**src/rtl/regfile_pkg.sv**
```systemverilog
// Shared types and helpers for the register-bank writeback arbiter.
package regfile_pkg;

    localparam int INDEX_SIZE = 4;
    localparam int WIDTH      = 32;
    localparam int SEQ_W      = 3;
    localparam int DEPTH      = 2;

    // Half of the sequence space; a younger tag is at most this far ahead.
    localparam logic [SEQ_W-1:0] SEQ_HALF = 3'd4;

    typedef enum logic {
        SRC0 = 1'b0,
        SRC1 = 1'b1
    } src_t;

    typedef struct packed {
        logic [INDEX_SIZE-1:0] rd;
        logic [WIDTH-1:0]      wd;
        logic [SEQ_W-1:0]      seq;
    } wb_entry_t;

    // True when tag a was issued before tag b. At most five writes are ever
    // outstanding, so the modulo-8 distance from a to b is 1..4 when a is older.
    function automatic logic seq_older(input logic [SEQ_W-1:0] a, input logic [SEQ_W-1:0] b);
        logic [SEQ_W-1:0] diff;
        diff = b - a;
        return (diff != 3'd0) && (diff <= SEQ_HALF);
    endfunction

endpackage

```
**src/rtl/regfile_wb_arbiter_fifo.sv**
```systemverilog
// Two-entry FIFO of tagged writeback entries, with a per-slot view for the busy vector.
module wb_fifo2
    import regfile_pkg::*;
#(
    parameter int DEPTH_P = regfile_pkg::DEPTH
) (
    input  logic            clk,
    input  logic            rst,
    input  logic            flush,
    input  logic            push,
    input  wb_entry_t       push_data,
    input  logic            pop,
    output logic            full,
    output logic            empty,
    output wb_entry_t       head,
    output wb_entry_t [1:0] slots,
    output logic      [1:0] slot_valid
);

    wb_entry_t [1:0] mem;
    logic            wr_ptr;
    logic            rd_ptr;
    logic [1:0]      count;

    assign full  = (count == 2'(DEPTH_P));
    assign empty = (count == 2'd0);
    assign head  = mem[rd_ptr];
    assign slots = mem;

    // Slot rd_ptr holds the head; the other slot is live only when both are used.
    always_comb begin
        slot_valid         = 2'b00;
        slot_valid[rd_ptr] = (count != 2'd0);
        slot_valid[~rd_ptr] = (count == 2'd2);
    end

    // Pointer and occupancy bookkeeping; flush discards everything.
    always_ff @(posedge clk or posedge rst) begin
        // NOTE: sequential state always uses non-blocking assignments so every
        // register samples the pre-edge values of its neighbours.
        if (rst) begin
            wr_ptr <= 1'b0;
            rd_ptr <= 1'b0;
            count  <= 2'd0;
        end else if (flush) begin
            wr_ptr <= 1'b0;
            rd_ptr <= 1'b0;
            count  <= 2'd0;
        end else begin
            if (push) wr_ptr <= ~wr_ptr;
            if (pop)  rd_ptr <= ~rd_ptr;
            unique case ({push, pop})
                2'b10:   count <= count + 2'd1;
                2'b01:   count <= count - 2'd1;
                default: count <= count;
            endcase
        end
    end

    // Entry storage; a push onto a full-and-popping FIFO reuses the head slot.
    always_ff @(posedge clk) begin
        // NOTE: the storage array has no reset; count/slot_valid gate every use,
        // so stale contents are never observed.
        if (push && !flush) mem[wr_ptr] <= push_data;
    end

endmodule

```
**src/rtl/regfile_wb_arbiter.sv**
```systemverilog
// Shares the register-bank write port between the ALU (src0) and the LSU (src1).
module regfile_wb_arbiter
    import regfile_pkg::*;
#(
    parameter int Index_size = INDEX_SIZE,
    parameter int width      = WIDTH,
    parameter int DEPTH      = regfile_pkg::DEPTH
) (
    input  logic                     clk,
    input  logic                     rst,
    input  logic                     flush,
    input  logic                     s0_valid,
    output logic                     s0_ready,
    input  logic [Index_size-1:0]    s0_rd,
    input  logic [width-1:0]         s0_wd,
    input  logic                     s1_valid,
    output logic                     s1_ready,
    input  logic [Index_size-1:0]    s1_rd,
    input  logic [width-1:0]         s1_wd,
    output logic                     WE,
    output logic [Index_size-1:0]    Rd,
    output logic [width-1:0]         WD,
    output logic [2**Index_size-1:0] busy
);

    logic            full0, full1, empty0, empty1;
    wb_entry_t       head0, head1, entry0, entry1;
    wb_entry_t [1:0] slots0, slots1;
    logic      [1:0] valid0, valid1;
    logic            push0, push1, grant0, grant1, rr_flip;
    logic [SEQ_W-1:0] seq_q;
    src_t            rr_q, rr_d;

    assign s0_ready = !full0 && !rst && !flush;
    assign s1_ready = !full1 && !rst && !flush;

    // Writes to r0 finish the handshake but never enter a buffer.
    assign push0 = s0_valid && s0_ready && (s0_rd != '0);
    assign push1 = s1_valid && s1_ready && (s1_rd != '0);

    // Age tags: src0 takes the current tag, src1 the next one when both enqueue.
    always_comb begin
        entry0 = '{rd: s0_rd, wd: s0_wd, seq: seq_q};
        entry1 = '{rd: s1_rd, wd: s1_wd, seq: push0 ? seq_q + 3'd1 : seq_q};
    end

    wb_fifo2 #(.DEPTH_P(DEPTH)) u_fifo0 (
        .clk(clk), .rst(rst), .flush(flush),
        .push(push0), .push_data(entry0), .pop(grant0 && !flush),
        .full(full0), .empty(empty0), .head(head0),
        .slots(slots0), .slot_valid(valid0)
    );

    wb_fifo2 #(.DEPTH_P(DEPTH)) u_fifo1 (
        .clk(clk), .rst(rst), .flush(flush),
        .push(push1), .push_data(entry1), .pop(grant1 && !flush),
        .full(full1), .empty(empty1), .head(head1),
        .slots(slots1), .slot_valid(valid1)
    );

    // Grant selection: same-rd heads resolve by age, otherwise round-robin.
    always_comb begin
        // NOTE: every output of this block gets a default first, so no path
        // leaves a value unassigned and no latch is inferred.
        grant0  = 1'b0;
        grant1  = 1'b0;
        rr_flip = 1'b0;
        rr_d    = rr_q;
        if (!empty0 && !empty1) begin
            if (head0.rd == head1.rd) begin
                grant0 = seq_older(head0.seq, head1.seq);
                grant1 = !grant0;
            end else begin
                rr_flip = 1'b1;
                grant0  = (rr_q == SRC0);
                grant1  = (rr_q == SRC1);
            end
        end else begin
            grant0 = !empty0;
            grant1 = !empty1;
        end
        if (rr_flip && !flush) rr_d = (rr_q == SRC0) ? SRC1 : SRC0;
    end

    // Round-robin pointer and global sequence counter.
    always_ff @(posedge clk or posedge rst) begin
        if (rst) begin
            rr_q  <= SRC0;
            seq_q <= '0;
        end else begin
            rr_q  <= rr_d;
            seq_q <= seq_q + SEQ_W'(push0) + SEQ_W'(push1);
        end
    end

    // Registered write port; Rd/WD hold when there is nothing to write.
    always_ff @(posedge clk or posedge rst) begin
        if (rst) begin
            WE <= 1'b0;
            Rd <= '0;
            WD <= '0;
        end else if (flush) begin
            WE <= 1'b0;
        end else if (grant0 || grant1) begin
            WE <= 1'b1;
            Rd <= grant0 ? head0.rd : head1.rd;
            WD <= grant0 ? head0.wd : head1.wd;
        end else begin
            WE <= 1'b0;
        end
    end

    // Pending-write vector: every buffered entry plus the staged write.
    always_comb begin
        busy = '0;
        for (int i = 0; i < 2; i++) begin
            if (valid0[i]) busy[slots0[i].rd] = 1'b1;
            if (valid1[i]) busy[slots1[i].rd] = 1'b1;
        end
        if (WE) busy[Rd] = 1'b1;
        busy[0] = 1'b0;
    end

endmodule

```
**config.mk**
```make
export PLATFORM = sky130hd
export DESIGN_NAME = regfile_wb_arbiter
export DESIGN_NICKNAME = d
export VERILOG_FILES = /design/src/rtl/regfile_pkg.sv /design/src/rtl/regfile_wb_arbiter_fifo.sv /design/src/rtl/regfile_wb_arbiter.sv
export SDC_FILE = /design/constraint.sdc
export NUM_CORES = 1
export LEC_CHECK = 0
export ABC_AREA = 1
export BUFFER_PORTS_ARGS = -buffer_cell sky130_fd_sc_hd__clkbuf_2
export CORE_AREA = 5 5 135 137
export DETAILED_ROUTE_END_ITERATION = 8
export DIE_AREA = 0 0 140 142
export PLACE_DENSITY = 0.77
export RECOVER_POWER = 50
export SLEW_MARGIN = 20
export SYNTH_ARGS = -nofsm -noshare
export SYNTH_HDL_FRONTEND = slang
export SYNTH_SLANG_ARGS = --single-unit
```
**constraint.sdc**
```tcl
create_clock -name clk -period 4.41 [get_ports clk]
set_clock_uncertainty 0.15 [all_clocks]
set_input_delay 0.441 -clock clk [delete_from_list [all_inputs] [get_ports clk]]
set_output_delay 0.441 -clock clk [all_outputs]
set_load 0.05 [all_outputs]
```
[Yosys cells after proc, flatten, opt, wreduce, memory -nomap -nowiden]
Index checks and enable logic that the tools add are counted.
Operators by class
  add/sub/neg operators: 8
  magnitude comparators: 23
  equality and inequality tests: 7
  multiplexer cells: 59
  bitwise operators: 12
  reduce and logical (&&, ||, !) cells: 48
Operators by type and width (number)
  39-bit 2-to-1 mux: 6
  78-bit bitwise mux: 2
  16-bit 2-to-1 mux: 5
  39-bit demux with 1-bit select: 2
  16-bit bitwise OR: 4
  32-bit 2-to-1 mux: 1
  1-bit logical AND: 26
  1-bit 2-to-1 mux: 26
  4-bit by 5-bit less-than comparator with 1-bit output (second input constant): 5
  1-bit demux with 4-bit select: 5
  4-bit by 1-bit greater-or-equal comparator with 1-bit output (second input constant): 5
  1-bit by 2-bit less-than comparator with 1-bit output (second input constant): 6
  2-bit nonzero test: 6
  3-bit nonzero test: 3
  2-bit equality test (second input constant): 4
  2-bit one-hot mux with 2 select lines: 2
  4-bit nonzero test: 2
  1-bit zero test: 7
  3-bit by 1-bit adder with 3-bit output: 2
  1-bit greater-or-equal comparator (second input constant): 6
  1-bit inverter: 6
  2-bit by 1-bit adder with 2-bit output (second input constant): 2
  2-bit AND: 2
  2-bit bitwise mux: 2
  13 further kinds: 20
Storage, ports and cells
  flip-flop bits (word level): 205
  input bits: 77
  output and inout bits: 55
  word-level logic and storage cells: 180

[Longest topological paths before layout]
  depth after elaboration: 15
  gate-level depth with buffers: 23
  depth with buffers taken out: 20

[Modules after synthesis]
From an unflattened synthesis, not the netlist that was laid out.
Unflattened totals
  cell total of the unflattened synthesis: 1008
  area total of the unflattened synthesis: 9489.1 µm²
Modules (own cells, without submodules)
  wb_fifo2: instances 2, cells each 242, area each 3125.5 µm², sequential area each 2442.3 µm²
  regfile_wb_arbiter: instances 1, cells each 524, area each 3238.1 µm², sequential area each 1026.0 µm²

[Worst setup path before layout]
No wires, ideal clock.
  path type: input -> register
  start point: in rst
  end point: reg u_fifo0.mem (netlist bit u_fifo0.slots[0]), enable pin
  arrival time: 4.012 ns
  slack: -0.189 ns
  cell stages on the path: 5
  path buffers: 0
  cell sequence: inv_1 > nand3_1 > inv_1 > nand3_2 > nor2_1
On the way
  longest elaborated chain between the ends: 6
RTL lines
  start: declaration: line regfile_wb_arbiter.sv:10  | input logic rst,
  1-bit zero test (no line)
  1-bit logical AND (2 in a row): line regfile_wb_arbiter.sv:34  | assign s0_ready = !full0 && !rst && !flush;
  net s0_ready: line regfile_wb_arbiter.sv:13  | output logic s0_ready,
  1-bit logical AND (2 in a row): line regfile_wb_arbiter.sv:38  | assign push0 = s0_valid && s0_ready && (s0_rd != '0);
  1-bit logical AND: line regfile_wb_arbiter_fifo.sv:64  | if (push && !flush) mem[wr_ptr] <= push_data;
  end signal: indexed assignment: line regfile_wb_arbiter_fifo.sv:64
  end: declaration: line regfile_wb_arbiter_fifo.sv:20  | wb_entry_t [1:0] mem;
The timed path passes the listed nets, and every way through them passes these cells.
A chain may end at the register's enable or synchronous reset.

[Worst setup path after layout]
  start point: reg u_fifo1.rd_ptr
  end point: out busy[12]
On the way
  longest elaborated chain between the ends: 13
  elaborated cells on any way between the ends: 20
  classes of those cells: order compare (4); mux (9); bitwise (5); reduce/logical (2)
RTL lines
  start: declaration: line regfile_wb_arbiter_fifo.sv:22  | logic rd_ptr;
  start signal: assignment: line regfile_wb_arbiter_fifo.sv:51  | if (pop) rd_ptr <= ~rd_ptr;
  1-bit by 2-bit less-than comparator with 1-bit output (implied by the code) (tied with other cells): line regfile_wb_arbiter_fifo.sv:33  | slot_valid[rd_ptr] = (count != 2'd0);
  1-bit logical AND (implied by the code) (tied with other cells): line regfile_wb_arbiter_fifo.sv:33
  1-bit 2-to-1 mux (implied by the code) or 1-bit logical AND (tied branches): line regfile_wb_arbiter_fifo.sv:33, regfile_wb_arbiter_fifo.sv:34
  1-bit demux with 1-bit select or 1-bit 2-to-1 mux (tied branches)
  2-bit AND (no line) or 1-bit demux with 1-bit select (tied branches)
  2-bit bitwise mux *: line regfile_wb_arbiter_fifo.sv:34  | slot_valid[~rd_ptr] = (count == 2'd2);
  16-bit 2-to-1 mux: line regfile_wb_arbiter.sv:118  | if (valid1[i]) busy[slots1[i].rd] = 1'b1;
  16-bit bitwise OR (no line)
  16-bit 2-to-1 mux: line regfile_wb_arbiter.sv:117  | if (valid0[i]) busy[slots0[i].rd] = 1'b1;
  16-bit bitwise OR (no line)
  16-bit 2-to-1 mux *: line regfile_wb_arbiter.sv:118
  16-bit bitwise OR (no line)
  16-bit 2-to-1 mux *: line regfile_wb_arbiter.sv:120  | if (WE) busy[Rd] = 1'b1;
  end: declaration: line regfile_wb_arbiter.sv:23  | output logic [2**Index_size-1:0] busy
Every way passes the cells marked *; elsewhere a longest branch is shown, timed or not.

==> run_results.csv <==
group,metric,value,unit
clock_tree,cts_tree,"built",
floorplan,coreArea,16900,sq um
synthesis,syn_nets,1013,
global_route,grt_pass1_vias,7529,
synthesis,syn_area,9350,sq um
critical_path,required,3820,ps
power_and_ir_drop,p_sw,0.00333,W
floorplan,dieArea,19900,sq um
routing,route.detailed.drc,0,
global_route,grt_use_total,0.247,
critical_path,cp.buffers_inverters,2,
floorplan,row_count,48,
synthesis,async_flop_share,0.239,
critical_path,end_kind,"output port",
min_path,min_path_type,"input pin to register",
power_and_ir_drop,p_leak,4.66,nW
floorplan,fp.dieW,140,um
timing,setup_viol,0,
critical_path,crit_chain,"inv_6 -> o21ai_0 -> nor3_1 -> nand2_1 -> o311ai_0 -> a31oi_1 -> o31ai_1 -> clkbuf_2",
routing,drt_iter0_drc,588,
clock_tree,h-tree-depth,1,
clock_tree,clock_path_buffers,3,
critical_path,worst_setup_path_start_kind,"register",
timing,hold_viol,0,
timing,tightest_slew,2970,ps
layout,n_fill_cell,1348,
critical_path,cp.depth,8,
power_and_ir_drop,internal-power,0.00410,W
critical_path,rrSetupSlack,800,ps
synthesis,ys_seq_area_frac,0.632,
routing,wl_per_cell,18.5,um
floorplan,die_y,142,um
power_and_ir_drop,pwr-share-clk,0.228,
synthesis,ys_warn_count,0,
layout,fin_area,11300,sq um
status,status,"finished, violations left",
power_and_ir_drop,combPwrFrac,0.413,
min_path,min_path_cells,1,
routing,vias,7452,
run,max_cap_violations,1,
routing,antenna_left,0,
timing,tns,0,ps
synthesis,synth_cells,931,
critical_path,critPathTopFamily,"simple AND/OR/NAND/NOR gates",
placement,place_ws,881,ps
timing,min_period,3850,ps
layout,antenna_cells,0,
placement,portBuffers,130,
layout,layout.nets,1200,
clock_tree,cts_num_sinks,205,
placement,place_area,10100,sq um
clock_tree,cts_root_buf,"clkbuf_16",
placement,place_congestion,0.939,
clock_tree,cts_made_buffers,21,
synthesis,yosysUniqueCellTypes,42,
timing,setup_slack,555,ps
timing,fmax,259,MHz
critical_path,crit_slowest_cell,"nor3_1",
timing,min_period_over_period,0.874,
power_and_ir_drop,seq_power_share,0.359,
global_route,grt_overflow,0,
routing,dr.pass1.iters,5,
clock_tree,clk_latency,500,ps
placement,hpwlAfterDp,16.0,mm
synthesis,synth_ff_type,"edfxtp_1",
critical_path,crit_fanout,46,
global_route,grt_start_max_net_pins,50,
global_route,grt_pass1_wl,39.4,mm
timing,drv_slew,50,
clock_tree,ctsResizeCount,0,
power_and_ir_drop,p_per_area,658,nW/um^2
layout,post-route-util,0.667,
critical_path,r2r_cells,16,
floorplan,ioPinCount,132,
status,violations,"capacitance limit, slew limit",
critical_path,timing.critical_path.slowest_cell_delay,680,ps
layout,synthToLayoutAreaGrowth,20.8,%
routing,post_drt_via_cell_ratio,5.49,
synthesis,syn_area_per_cell,10.0,sq um
timing,rsz0062_at_grt,"false",
routing,routed_wl,25.1,mm
floorplan,start_util,0.552,
global_route,antenna_found_initial,0,
timing,relSlewSlack,-0.980,
power_and_ir_drop,swShare,0.448,
power_and_ir_drop,fin_total_pwr,0.00743,W
synthesis,synth-seq-cells,205,
clock_tree,clkTransAtPathRegs,60,ps
critical_path,crit_type,"register to output port",
power_and_ir_drop,peakVddDrop,0.442,mV
synthesis,synth-edff-count,156,
layout,drive_above_1_share,0.107,
critical_path,critical_path_arrival,3260,ps
-- worst paths after layout --
| kind | start | to |
|---|---|---|
| max | u_fifo1.rd_ptr | busy[12] |
| min | s0_rd[1] | u_fifo0.slots[36] |
| max reg2reg | u_fifo0.rd_ptr | WD[7] |
| min reg2reg | WD[17] | WD[17] |
| max in group asynchronous | rst | u_fifo1.rd_ptr |
| min in group asynchronous | rst | u_fifo1.count[0] |
-- synth_stat cells (2+ instances only) --
cell / count / share of area
nand3_1: 66 / 0.035
o21ai_0: 21 / 0.011
o21bai_1: 2 / 0.0016
clkbuf_1: 23 / 0.0092
a221oi_1: 2 / 0.0019
nand2_2: 5 / 0.0033
a31oi_1: 3 / 0.0020
nand3_2: 2 / 0.0021
buf_4: 2 / 0.0016
inv_6: 2 / 0.0019
buf_6: 9 / 0.011
xor2_1: 4 / 0.0037
a22oi_1: 2 / 0.0016
o311ai_0: 2 / 0.0019
nand2_1: 295 / 0.12
edfxtp_1: 156 / 0.50
dfrtp_1: 49 / 0.13
o21ai_2: 20 / 0.019
inv_1: 60 / 0.024
nand4_1: 38 / 0.025
ha_1: 4 / 0.0054
nor2_1: 101 / 0.041
buf_2: 3 / 0.0016
clkinv_1: 2 / 0.00080
mux2i_1: 2 / 0.0021
a21oi_1: 12 / 0.0064
nor3_1: 21 / 0.011
a32oi_1: 7 / 0.0066
nor4_1: 2 / 0.0013
buf_12: 2 / 0.0043
-- area by class of cell --
| class | instances | area, sq um | share of cell area |
|---|---|---|---|
| Timing Repair Buffer | 204 | 1240 | 0.110 |
| Inverter | 64 | 250 | 0.0222 |
| Tap cell | 225 | 282 | 0.0249 |
| Multi-Input combinational cell | 622 | 2950 | 0.262 |
| Clock inverter | 12 | 95.1 | 0.00842 |
| Sequential cell | 205 | 5910 | 0.524 |
| Clock buffer | 26 | 554 | 0.0491 |
-- repair_timing --
item	in CTS	in global routing
hold buffers	59	3
setup endpoints to repair	0	0
endpoints found under the hold margin	115	6
buffers inserted	0	0
-- per-stage QoR --
step | hold WS, ps | cells
3_5_place_dp | 315 | 1258
2_1_floorplan | 320 | 931
4_1_cts | 0.412 | 1355
5_1_grt | 46.0 | 1358
3_3_place_gp | 314 | 1258
6_report | 43.5 | 1358
-- sequential cells by signal (all words and copies together), names as in the netlist --
name and flops:
u_fifo0.count 2, u_fifo0.slots 78, WE 1, Rd 4, u_fifo1.count 2, u_fifo1.slots 78
seq_q 3, rr_q 1, u_fifo0.rd_ptr 1, WD 32, u_fifo1.rd_ptr 1, u_fifo1.wr_ptr 1
u_fifo0.wr_ptr 1
-- routing by layer --
| metal | vias to the layer above | global-route usage | share of wire |
|---|---|---|---|
| li1 | 3537 | - | - |
| met1 | 3538 | 0.311 | 0.40 |
| met2 | 326 | 0.449 | 0.51 |
| met3 | 51 | 0.0356 | 0.066 |
| met4 | 0 | 0.0719 | 0.025 |
| met5 | - | 0 | 0 |
-- logic make-up after synthesis --
family          Yosys count  share of synthesized area
fa+ha+maj                 5                    0.00750
flops                   205                      0.632
compound gates           76                     0.0566
simple gates            532                      0.239
other cells               1                   0.000401
mux                       3                    0.00335
buf+inv                 104                     0.0559
xor+xnor                  5                    0.00468
-- cells in the final DEF, fill, tap and decap left out, types with 3 or more instances in the layout --
master         instances
nand3_1               66
nor2_1                97
dlygate4sd3_1         62
clkinv_1               4
o21ai_0               21
clkbuf_1              96
inv_1                 60
inv_6                  4
nand2_2                5
o21ai_2               20
clkinv_2               5
clkbuf_2              39
ha_1                   4
a31oi_1                3
edfxtp_1             156
nand4_1               38
dfrtp_1               47
clkbuf_16             21
a21oi_1               12
nor3_1                21
nand2_1              295
xor2_1                 4
nor2_4                 4
a32oi_1                7
buf_4                 11
-- power by group through the flow --
| stage | combinational [W] | sequential [W] | clock [W] |
|---|---|---|---|
| 2_1_floorplan | 0.00188 | 0.00317 | 0 |
| 3_3_place_gp | 0.00299 | 0.00268 | 0 |
| 3_5_place_dp | 0.00303 | 0.00268 | 0 |
| 4_1_cts | 0.00309 | 0.00265 | 0.00171 |
| 5_1_grt | 0.00334 | 0.00269 | 0.00180 |
| 6_report | 0.00307 | 0.00267 | 0.00169 |
Note: power is estimated with default switching activity, not from simulation.
